===== config.mk =====
export PLATFORM = sky130hd
export DESIGN_NAME = pipe_stage
export DESIGN_NICKNAME = d
export VERILOG_FILES = /design/src/rtl/pipe_stage.sv
export SDC_FILE = /design/constraint.sdc
export NUM_CORES = 1
export LEC_CHECK = 0
export CAP_MARGIN = 10
export CORE_ASPECT_RATIO = 0.5
export CORE_UTILIZATION = 52
export CTS_BUF_LIST = sky130_fd_sc_hd__clkbuf_4 sky130_fd_sc_hd__clkbuf_8
export DETAILED_ROUTE_END_ITERATION = 10
export PLACE_DENSITY_LB_ADDON = 0.2
export SYNTH_ARGS = -nofsm -noshare
export SYNTH_HDL_FRONTEND = slang
export SYNTH_SLANG_ARGS = --single-unit

===== constraint.sdc =====
create_clock -name clk -period 2.5 [get_ports clk]
set_input_delay 0.25 -clock clk [delete_from_list [all_inputs] [get_ports clk]]
set_output_delay 0.25 -clock clk [all_outputs]
set_load 0.02 [all_outputs]

===== src/rtl/pipe_stage.sv =====
// -----------------------------------------------------------------------------
// pipe_stage
//   One pipeline stage with valid/ready handshakes, flush and a bubble counter.
//   All state updates happen on the falling edge of clk.
//
//   SKID = 1 : main register (drives the outputs) plus one skid register.
//              in_ready depends only on registers, which breaks the ready path.
//   SKID = 0 : single main register. in_ready is combinational from out_ready.
//
// Ports
//   clk         stage clock (falling-edge active)
//   rst_n       asynchronous active-low reset
//   in_valid    upstream entry valid
//   in_ready    stage can accept an entry (0 while in reset)
//   in_ctrl     upstream control field  [CTRL_W]
//   in_data     upstream payload        [DATA_W]
//   out_valid   output entry valid (registered)
//   out_ready   downstream accepts an entry
//   out_ctrl    output control field, zero while out_valid=0 (registered)
//   out_data    output payload, zero while out_valid=0 (registered)
//   flush       discard every held entry and any same-edge input entry
//   bubble_cnt  saturating count of edges with out_ready=1 and out_valid=0
// -----------------------------------------------------------------------------
module pipe_stage #(
  parameter int DATA_W = 32,
  parameter int CTRL_W = 8,
  parameter int SKID   = 1,
  parameter int CNT_W  = 16
) (
  input  logic              clk,
  input  logic              rst_n,
  input  logic              in_valid,
  output logic              in_ready,
  input  logic [CTRL_W-1:0] in_ctrl,
  input  logic [DATA_W-1:0] in_data,
  output logic              out_valid,
  input  logic              out_ready,
  output logic [CTRL_W-1:0] out_ctrl,
  output logic [DATA_W-1:0] out_data,
  input  logic              flush,
  output logic [CNT_W-1:0]  bubble_cnt
);

  // Control and payload travel together so they can never be updated apart.
  typedef struct packed {
    logic [CTRL_W-1:0] ctrl;
    logic [DATA_W-1:0] data;
  } entry_t;

  entry_t           main_q, main_d;
  entry_t           skid_q, skid_d;
  logic             main_valid_q, main_valid_d;
  logic             skid_valid_q, skid_valid_d;
  logic [CNT_W-1:0] cnt_q;

  logic   in_xfer;
  logic   out_xfer;
  entry_t in_entry;

  // The skid variant's ready comes from a register only; the plain register
  // variant may take a new entry on the same edge the held one leaves.
  generate
    if (SKID != 0) begin : g_skid_ready
      assign in_ready = rst_n && !skid_valid_q;
    end else begin : g_reg_ready
      assign in_ready = rst_n && (!main_valid_q || out_ready);
    end
  endgenerate

  assign in_xfer       = in_valid && in_ready && !flush;
  assign out_xfer      = main_valid_q && out_ready;
  assign in_entry.ctrl = in_ctrl;
  assign in_entry.data = in_data;

  // NOTE: every always_comb output gets a default first, so no path leaves a
  // signal unassigned and no latch is inferred.
  always_comb begin
    main_d       = main_q;
    main_valid_d = main_valid_q;
    skid_d       = skid_q;
    skid_valid_d = skid_valid_q;

    if (flush) begin
      main_d       = '0;
      main_valid_d = 1'b0;
      skid_d       = '0;
      skid_valid_d = 1'b0;
    end else if (out_xfer || !main_valid_q) begin
      // Main is free this edge: refill from skid first to keep arrival order.
      if (skid_valid_q) begin
        main_d       = skid_q;
        main_valid_d = 1'b1;
        skid_d       = '0;
        skid_valid_d = 1'b0;
      end else if (in_xfer) begin
        main_d       = in_entry;
        main_valid_d = 1'b1;
      end else begin
        // Clear the payload too, so a bubble never shows stale control bits.
        main_d       = '0;
        main_valid_d = 1'b0;
      end
    end else if (in_xfer && (SKID != 0)) begin
      // Main is stalled: park the new entry in skid.
      skid_d       = in_entry;
      skid_valid_d = 1'b1;
    end
  end

  // NOTE: sequential state uses non-blocking assignments so every register
  // samples the pre-edge values regardless of statement order.
  always_ff @(negedge clk or negedge rst_n) begin
    if (!rst_n) begin
      main_q       <= '0;
      main_valid_q <= 1'b0;
      skid_q       <= '0;
      skid_valid_q <= 1'b0;
      cnt_q        <= '0;
    end else begin
      main_q       <= main_d;
      main_valid_q <= main_valid_d;
      skid_q       <= skid_d;
      skid_valid_q <= skid_valid_d;
      // A starved downstream cycle counts even on a flush edge.
      if (out_ready && !main_valid_q && (cnt_q != '1)) begin
        cnt_q <= cnt_q + CNT_W'(1);
      end
    end
  end

  assign out_valid  = main_valid_q;
  assign out_ctrl   = main_q.ctrl;
  assign out_data   = main_q.data;
  assign bubble_cnt = cnt_q;

endmodule


==> results.toml <==
[clocking]
h-tree-depth = 3
clock_latency_ps = 350
cts_max_path_buffers = 2
cts-buffers-inserted = 9
root_buffer = "clkbuf_8"
cts_sinks = 98
clk_pin_slew_worst_paths_ps = 60
cts_tree = "built"

[global_routing]
grtUsageMet1_pct = 33.1
grt_max_degree = 56
grtUsageMet3_pct = 6.62
grtUsageMet2_pct = 40.5
grtUsageTotal_pct = 25.0
grt_pass1_wl_um = 16800
grt_antenna_before_repair = 1
gr-max-usage-layer = "met2"
overflow = 0
grt_pass1_vias = 3380

[synthesis]
synth_cell_types = 32
synthAdderAreaFrac_pct = 0.286
synth_top_family_by_area = "simple AND/OR/NAND/NOR gates"
ys_seq_area_share_pct = 56.1
yosysWarnings = 0
synthSimpleGateAreaFrac_pct = 12.9
synth-seq-cells = 98
synth_mux_area_share_pct = 9.41
synth.avg_cell_area_sq_um = 10.2
synth_xor_area_share_pct = 3.00
syn-num-nets = 474
syn_inst = 428
syn-cell-area_sq_um = 4370
synth_compound_area_share_pct = 11.9

[floorplan]
pin_count = 103
fp.dieArea_sq_um = 8810
fp.dieH_um = 66.9
rows = 23
fp.coreArea_sq_um = 8090
start_util_pct = 54.1
die_x_um = 132

[worst_setup_path]
critPathCaptureType = "output pin"
path_buf_inv = 1
crit_start = "skid_valid_q"
rrSetupSlack_ps = 460
crit_cells = 2
crit_slowest_cell = "dfrtn_1"
r2r-start = "skid_valid_q"
critPathLaunchType = "flop"
cpPeakStageDelay_ps = 350
crit_type = "flop to output pin"
crit_chain = "nor2b_1, buf_4"
crit_family = "flip-flops"
critical_path_required_ps = 2250
reg2reg_to = "skid_q[16]"
reg2reg_depth = 7
endpoint = "in_ready"
path_max_fanout = 2
cp.arrival_ps = 2240

[timing]
finalMaxSlewViolations = 0
timing.final.ws_setup_ps = 12.4
finalHoldViolations = 0
finalSetupViolations = 0
rsz0062_at_grt = "yes"
slew_headroom_pct = 54.1
clock_skew_ps = 6.58
tightest_slew_ps = 689

[drt]
wl_per_cell_um = 15.5
ant_nets = 0
drc = 0
via_per_inst = 5.24
totalWireLength_um = 10400
num_vias = 3535
firstDrtPassIters = 5
first_iter_violations = 253

[place]
gp_congestion = 0.844
portBuffers = 102
dpl.cell_count = 652
post-place-ws_ps = -606
postPlaceCellArea_sq_um = 5780
dp_hpwl_um = 6680

[run]
drv_cap = 0

[layout]
fin_nets = 602
area_delta_synth_final_pct = 33.4
fin_cells = 674
drive_gt1_share_pct = 23.2
fin_area_sq_um = 5840

[pwr]
power.density_nw_per_um2 = 638
leakage_nw = 2.79
ir_drop_v = 0.000481

[hold_path]
hold_path.class = "flop to flop"

[outcome]
status = "completed"
sequential cells by signal, indices dropped and copies added (netlist names):
| register | flops |
|---|---|
| out_valid | 1 |
| skid_q | 40 |
| skid_valid_q | 1 |
| out_data | 32 |
| out_ctrl | 8 |
| bubble_cnt | 16 |
report_power, final:
group | internal, mW | switching (mW)
Sequential | 1.69 | 0.0506
Clock | 0.686 | 0.546
Combinational | 0.350 | 0.402
Total | 2.73 | 0.999
cell type report:
type                            instances  area [sq um]
Inverter                               42           158
Multi-Input combinational cell        261          1690
Sequential cell                        98          2450
Tap cell                              112           140
Fill cell                             599          2250
Antenna cell                            1          2.50
Clock buffer                           11           139
Clock inverter                          5           103
Timing Repair Buffer                  144          1160
Yosys cell counts:
cell | number | share of area [%]
nand4b_1 | 1 | 0.20
buf_2 | 5 | 0.57
nand2b_1 | 2 | 0.29
nor4b_1 | 1 | 0.20
clkbuf_1 | 17 | 1.5
nor4_4 | 1 | 0.49
nor2_2 | 1 | 0.14
nand2_1 | 86 | 7.4
nor2_1 | 4 | 0.34
buf_4 | 5 | 0.86
nor4_2 | 1 | 0.29
xor2_1 | 13 | 2.6
nand3b_1 | 2 | 0.34
xnor2_1 | 2 | 0.40
a22oi_1 | 40 | 6.9
nor3_1 | 6 | 0.69
or4_4 | 1 | 0.26
ha_1 | 1 | 0.29
and4bb_2 | 1 | 0.29
or2_2 | 1 | 0.14
dfrtn_1 | 98 | 56
nand3_1 | 3 | 0.34
nor4_1 | 3 | 0.43
mux2_2 | 1 | 0.26
a2bb2oi_1 | 1 | 0.20
mux2i_1 | 40 | 9.2
inv_1 | 42 | 3.6
o21ai_0 | 41 | 4.7
nand4_1 | 4 | 0.57
nor2b_1 | 1 | 0.14
a21oi_1 | 1 | 0.11
nor3b_1 | 2 | 0.34
placed cells by master (no fill, tap or decap), drive strengths merged, types with 2 or more instances in the layout:
cell type | netlist | routed
clkdlybuf4s50 | 0 | 40
nand2b | 2 | 2
o21ai | 41 | 41
nor4 | 5 | 5
nor2 | 5 | 5
xor2 | 13 | 13
mux2i | 40 | 40
bufinv | 0 | 3
inv | 42 | 42
xnor2 | 2 | 2
a22oi | 40 | 40
buf | 10 | 100
nand2 | 86 | 86
nand3 | 3 | 3
nor3b | 2 | 2
nor3 | 6 | 6
bufbuf | 0 | 2
clkbuf | 17 | 11
nand4 | 4 | 4
dfrtn | 98 | 98
dlygate4sd2 | 0 | 2
nand3b | 2 | 2
tightest hold or removal path, cell delays in order, from the launching register on:
cell	delay, ps
dfrtn_1	410
nand2_1	40
o21ai_0	60
kinds of logic (layout without fill, tap and decap cells):
family | after synthesis | count (layout)
other | 0 | 1
XOR/XNOR | 15 | 15
flip-flops | 98 | 98
AND/OR/NAND/NOR | 121 | 121
adder cells (fa/ha/maj) | 1 | 1
multiplexers | 41 | 41
buffers and inverters | 69 | 202
AO/OA/AOI/OAI | 83 | 83
routing by layer:
layer | up-vias | routed length [um]
li1 | 1703 | -
met1 | 1715 | 4730
met2 | 106 | 4960
met3 | 11 | 630
met4 | 0 | 97
met5 | - | 0
worst min-delay path by stage:
stage / start / to / slack [ps] / depth (start not counted)
after global routing: out_data[10] / out_data[10] / 450 / 2
after global placement: out_data[29] / out_data[29] / 420 / 2
after detailed placement: out_ctrl[7] / out_ctrl[7] / 430 / 2
after CTS: out_ctrl[7] / out_ctrl[7] / 430 / 2
final: out_ctrl[7] / out_ctrl[7] / 420 / 2
after floorplan: skid_q[0] / skid_q[0] / 460 / 2
repair_timing:
action | CTS | global route
setup buffers | 2 | 1
setup endpoints to repair | 149 | 7
resized for setup | 243 | 3
pin swaps | 5 | 0
gates cloned | 2 | 0
hold buffers | 0 | 0
through the flow:
| step | TNS, ps | hold WS, ps | utilization (%) | total power, mW |
|---|---|---|---|---|
| after floorplan | -59.9 | 460 | - | 2.12 |
| after global placement | -50430 | 423 | 71.5 | 2.56 |
| after detailed placement | -50380 | 429 | 71.5 | 2.57 |
| after CTS | -14.6 | 425 | 71.9 | 3.75 |
| after global routing | -44.0 | 445 | 72.2 | 3.88 |
| final | 0 | 421 | 72.2 | 3.73 |
Power figures use the tool's default switching activity.
